[src/rtl/shift_exec_seq_if.sv]
// +---------------------------------------------------------------------------+
// | Module  : shift_exec_seq_if                                               |
// | Brief   : Request/result handshake bundle for the shift execution unit.   |
// | Rev     : 1.0                                                             |
// +---------------------------------------------------------------------------+
`default_nettype none

interface shift_exec_seq_if;
    logic        in_valid;
    logic        in_ready;
    logic [1:0]  op;
    logic [31:0] A;
    logic [31:0] B;
    logic        out_valid;
    logic        out_ready;
    logic [31:0] out;
    logic        busy;

    modport master (
        output in_valid, op, A, B, out_ready,
        input  in_ready, out_valid, out, busy
    );

    modport slave (
        input  in_valid, op, A, B, out_ready,
        output in_ready, out_valid, out, busy
    );
endinterface

`default_nettype wire

[src/rtl/shift_exec_seq.sv]
// +---------------------------------------------------------------------------+
// | Module  : shift_exec_seq                                                  |
// | Brief   : Iterative sll/srl/sra unit, up to STEP bits per cycle.          |
// |           SHIFT_EXEC_ROTATE_EN enables op 11 = rotate right.              |
// | Rev     : 1.0                                                             |
// +---------------------------------------------------------------------------+
`default_nettype none

module shift_exec_seq #(
    parameter int STEP = 4
) (
    input  wire              clk,
    input  wire              rst_n,
    shift_exec_seq_if.slave  bus
);

    typedef enum logic [1:0] {
        S_IDLE  = 2'd0,
        S_SHIFT = 2'd1,
        S_DONE  = 2'd2
    } state_t;

    localparam logic [5:0] c_step = 6'(STEP);

    state_t      state_q, state_d;
    logic [1:0]  op_q, op_d;
    logic [31:0] work_q, work_d;
    logic [5:0]  rem_q, rem_d;
    logic [31:0] out_q, out_d;

    logic [5:0]  w_k;
    logic [31:0] w_shifted;

    always_ff @(posedge clk or negedge rst_n) begin
        if (!rst_n) begin
            state_q <= S_IDLE;
            op_q    <= 2'b00;
            work_q  <= '0;
            rem_q   <= '0;
            out_q   <= '0;
        end else begin
            state_q <= state_d;
            op_q    <= op_d;
            work_q  <= work_d;
            rem_q   <= rem_d;
            out_q   <= out_d;
        end
    end

    always_comb begin
        w_k = (rem_q < c_step) ? rem_q : c_step;
        case (op_q)
            2'b00:   w_shifted = work_q << w_k;
            2'b01:   w_shifted = work_q >> w_k;
            2'b10:   w_shifted = $unsigned($signed(work_q) >>> w_k);
`ifdef SHIFT_EXEC_ROTATE_EN
            // A 32-bit shift by 32 yields zero, so k=0 degenerates cleanly.
            default: w_shifted = (work_q >> w_k) | (work_q << (6'd32 - w_k));
`else
            default: w_shifted = work_q;
`endif
        endcase
    end

    always_comb begin
        state_d = state_q;
        op_d    = op_q;
        work_d  = work_q;
        rem_d   = rem_q;
        out_d   = out_q;

        case (state_q)
            S_IDLE: begin
                if (bus.in_valid) begin
                    op_d    = bus.op;
                    work_d  = bus.A;
                    // Saturate: any amount >= 32 behaves as exactly 32.
                    rem_d   = (|bus.B[31:5]) ? 6'd32 : {1'b0, bus.B[4:0]};
                    if (bus.op == 2'b11) begin
`ifdef SHIFT_EXEC_ROTATE_EN
                        rem_d = {1'b0, bus.B[4:0]};
`else
                        rem_d = 6'd0;
`endif
                    end
                    state_d = S_SHIFT;
                end
            end
            S_SHIFT: begin
                work_d = w_shifted;
                rem_d  = rem_q - w_k;
                if (rem_d == 6'd0) begin
                    out_d   = w_shifted;
                    state_d = S_DONE;
                end
            end
            S_DONE: begin
                if (bus.out_ready) begin
                    state_d = S_IDLE;
                end
            end
            default: state_d = S_IDLE;
        endcase
    end

    assign bus.in_ready  = (state_q == S_IDLE);
    assign bus.out_valid = (state_q == S_DONE);
    assign bus.busy      = (state_q == S_SHIFT) || (state_q == S_DONE);
    assign bus.out       = out_q;

endmodule

`default_nettype wire

[src/flat_wrapper.sv]
// flat-port wrapper written by rule: the top's interface ports become plain ports
module shift_exec_seq_flat 
#(
    parameter int STEP = 4
)
  (clk, rst_n, bus_in_valid, bus_op, bus_A, bus_B, bus_out_ready, bus_in_ready, bus_out_valid, bus_out, bus_busy);
  shift_exec_seq_if bus_i ();
  input  wire clk;
  input  wire rst_n;
  input wire logic [$bits(bus_i.in_valid)-1:0] bus_in_valid;
  input wire logic [$bits(bus_i.op)-1:0] bus_op;
  input wire logic [$bits(bus_i.A)-1:0] bus_A;
  input wire logic [$bits(bus_i.B)-1:0] bus_B;
  input wire logic [$bits(bus_i.out_ready)-1:0] bus_out_ready;
  output wire logic [$bits(bus_i.in_ready)-1:0] bus_in_ready;
  output wire logic [$bits(bus_i.out_valid)-1:0] bus_out_valid;
  output wire logic [$bits(bus_i.out)-1:0] bus_out;
  output wire logic [$bits(bus_i.busy)-1:0] bus_busy;
  assign bus_i.in_valid = bus_in_valid;
  assign bus_i.op = bus_op;
  assign bus_i.A = bus_A;
  assign bus_i.B = bus_B;
  assign bus_i.out_ready = bus_out_ready;
  assign bus_in_ready = bus_i.in_ready;
  assign bus_out_valid = bus_i.out_valid;
  assign bus_out = bus_i.out;
  assign bus_busy = bus_i.busy;
  shift_exec_seq #(.STEP(STEP)) u_core (.clk(clk), .rst_n(rst_n), .bus(bus_i));
endmodule
[config.mk]
export PLATFORM = sky130hd
export DESIGN_NAME = shift_exec_seq_flat
export DESIGN_NICKNAME = d
export VERILOG_FILES = /design/src/rtl/shift_exec_seq_if.sv /design/src/rtl/shift_exec_seq.sv /design/src/flat_wrapper.sv
export SDC_FILE = /design/constraint.sdc
export NUM_CORES = 1
export LEC_CHECK = 0
export CORE_MARGIN = 3
export CORE_UTILIZATION = 37
export DETAILED_ROUTE_END_ITERATION = 8
export PLACE_DENSITY = 0.68
export SLEW_MARGIN = 30
export SYNTH_ARGS = -nofsm -noshare
export SYNTH_HDL_FRONTEND = slang
export SYNTH_SLANG_ARGS = --single-unit
[constraint.sdc]
create_clock -name clk -period 8.95 [get_ports clk]
set_clock_uncertainty 0.15 [all_clocks]
set_input_delay 1.79 -clock clk [delete_from_list [all_inputs] [get_ports clk]]
set_output_delay 1.79 -clock clk [all_outputs]
set_load 0.01 [all_outputs]
==> reports/qor.yml <==
run_status:
  outcome: "finished clean"
sta:
  max_slew_margin_pct: 34.1
  rsz0062_at_grt: "false"
  fin_crit_ns: 3.69
  drv_slew: 0
  finalHoldViolCount: 0
  finalSetupViolations: 0
  finalSetupTns_ns: 0
  max_freq_mhz: 271
  tightestPinTransition_ns: 0.988
  finalCritPeriodShare_pct: 41.3
logic_synthesis:
  ys_types: 83
  netlist_instances: 749
  synth_compound_area_share_pct: 38.5
  synth_most_common_cell: "a21oi_1"
  synthArstFlopShare_pct: 100
  avgSynthCellArea_sq_um: 8.09
  yosys_warnings: 0
  synth_ff_type: "dfrtp_1"
  synth-xor-area-share_pct: 0.289
  syn_area_sq_um: 6060
  seq_area_frac_synth_pct: 30.6
  ys_ff_latch: 74
  synth_area_leader_cell: "dfrtp_1"
  syn-num-nets: 823
  synthSimpleGateAreaFrac_pct: 20.9
  synth_top_area_share_pct: 30.6
  synth_common_cells: "a21oi_1 (87), dfrtp_1 (74), nand2_1 (54), nor2_1 (54), o32ai_1 (44)"
  synth_area_leaders: "dfrtp_1 (31%), a21oi_1 (7.2%), o32ai_1 (6.4%)"
  yosys.area_share.adder_pct: 0.826
  synthMuxAreaShare_pct: 2.64
  synth-edff-count: 0
  synth_top_family_by_area: "compound AO/OA/AOI/OAI gates"
detailed_routing:
  wl_met1_microns: 9410
  highest_layer: "met4"
  vias: 6618
  drcViolationCount: 0
  viasPerCell: 6.48
  first_iter_violations: 858
  dr.pass1.iters: 8
  wl_met3_microns: 2040
  routed_wl_microns: 21100
  dr_wl_met2_microns: 9250
  final_antenna_net_count: 0
  wire_per_inst_microns: 20.7
power_and_ir_drop:
  max-vdd-ir-drop_mv: 0.212
  powerDensity_nw_per_um2: 412
  seqPwrFrac_pct: 23.9
  p_comb_share_pct: 63.8
  leakage_nw: 2.68
  switchingPower_mw: 1.57
  pwr-share-clk_pct: 12.3
  power_mw: 3.06
  p_int_mw: 1.49
  swShare_pct: 51.2
cts:
  cts_made_buffers: 9
  cts.clk_slew.worst_paths_ns: 0.06
  numClockSinks: 74
  clk_path_buf_depth: 2
  cts_tree: "built"
  holdBufCountCts: 0
  root_buffer: "clkbuf_16"
  cts_setup_buffers: 0
  worstSkewPairLatency_ns: 0.35
  h-tree-depth: 3
  post_cts_resized: 0
floorplan:
  die-area_sq_um: 18000
  die_y_microns: 134
  core.rowCount: 46
  top_level_ports: 105
  core_region_area_sq_um: 15900
  initial_core_util_pct: 38.0
  dieWidth_microns: 134
worst_setup_path:
  crit_type: "reg2reg"
  crit_path_end_kind: "flop"
  cp.required_ns: 9.04
  worstPathArrival_ns: 3.78
  r2r_slack_ns: 5.26
  startpoint_type: "flop"
  worstPathMaxFanout: 48
  r2r_cells: 9
global_routing:
  grt_max_degree: 68
  grt_pass1_vias: 6165
  overflow: 0
  antenna_found_initial: 0
  grt_pass1_wl_microns: 33800
  track_usage_pct: 23.2
placed_design:
  dp.cells: 1005
  io_buffers: 104
  gp_congestion: 0.941
  dpl.hpwl_microns: 14100
finish:
  drive_gt1_share_pct: 8.82
  syn_to_final_growth_pct: 22.6
  final_util_pct: 46.6
  diodes: 0
  layoutNonFillerInstCount: 1021
  nNetsFinal: 874
min_path:
  min_path_cells: 2
  hp-class: "reg2reg"
run:
  drv_cap: 0
## per-layer routing
| layer | track usage, % | vias to the layer above |
|---|---|---|
| li1 | - | 3043 |
| met1 | 34.0 | 3150 |
| met2 | 34.4 | 389 |
| met3 | 5.51 | 36 |
| met4 | 5.60 | 0 |
| met5 | 0 | - |
## worst max-delay path: stages (launching register included)
cell and delay, ns:
dfrtp_1 0.55, or4_4 0.90, nand2_1 0.16, ha_1 0.22, nor2b_1 0.20, a221oi_1 0.15, nor4_1 0.30, o21ai_0 0.17
a222oi_1 0.39, mux2_2 0.38
## logic make-up after synthesis
logic type	Yosys count
buf+inv	84
xor+xnor	2
other cells	1
simple gates	242
mux	14
flops	74
compound gates	328
fa+ha+maj	4
## registers in the layout, indices dropped and copies added (netlist names)
register and count:
u_core.work_q 32, u_core.state_q 2, u_core.op_q 2, u_core.rem_q 6, u_core.bus.out 32
## path summary, 6_finish.rpt
kind                                         from            endpoint
worst min register to register  u_core.bus.out[9]   u_core.bus.out[9]
max in group asynchronous                   rst_n     u_core.rem_q[1]
worst max register to register    u_core.rem_q[2]   u_core.state_q[0]
worst min-delay path            u_core.bus.out[9]   u_core.bus.out[9]
worst max-delay path              u_core.rem_q[2]   u_core.state_q[0]
min in group asynchronous                   rst_n  u_core.bus.out[22]
## cell type report
class	instances	area, sq um
Multi-Input combinational cell	591	3840
Timing Repair Buffer	117	1140
Sequential cell	74	1850
Inverter	7	26.3
Clock inverter	5	52.6
Tap cell	216	270
Fill cell	1591	8510
Clock buffer	11	253
## power groups by stage
stage / combinational, mW / clock, mW / sequential [mW]
final: 1.96 / 0.377 / 0.732
after global routing: 2.12 / 0.396 / 0.755
after CTS: 1.93 / 0.384 / 0.721
after detailed placement: 1.91 / 0 / 0.724
after global placement: 1.89 / 0 / 0.721
after floorplan: 1.40 / 0 / 0.639
## placed cells by master (no fill, tap or decap), types with 8 or more instances in the layout
cell | netlist | layout
clkdlybuf4s50_1 | 0 | 103
a21oi_1 | 87 | 86
dfrtp_1 | 74 | 72
nor2_1 | 54 | 54
nand2_1 | 54 | 53
o32ai_1 | 44 | 44
o21ai_0 | 37 | 37
o31ai_1 | 26 | 26
nand3_1 | 23 | 23
nor3_1 | 22 | 22
o211ai_1 | 15 | 15
and3_1 | 15 | 15
buf_4 | 3 | 14
nand2b_1 | 13 | 13
nor4_1 | 12 | 12
o22ai_1 | 11 | 11
a21o_1 | 10 | 10
a22oi_1 | 9 | 9
a221oi_1 | 9 | 9
clkbuf_16 | 0 | 9
nor2b_1 | 8 | 8
## through the flow
stage	hold WS (ns)	worst slack [ns]	instance area [sq um]
4_1_cts	0.333	5.27	7430
3_3_place_gp	0.311	4.65	7120
3_5_place_dp	0.319	4.94	7130
6_report	0.324	5.26	7430
2_1_floorplan	0.360	5.57	6060
5_1_grt	0.349	4.92	7430
Power figures use the tool's default switching activity.
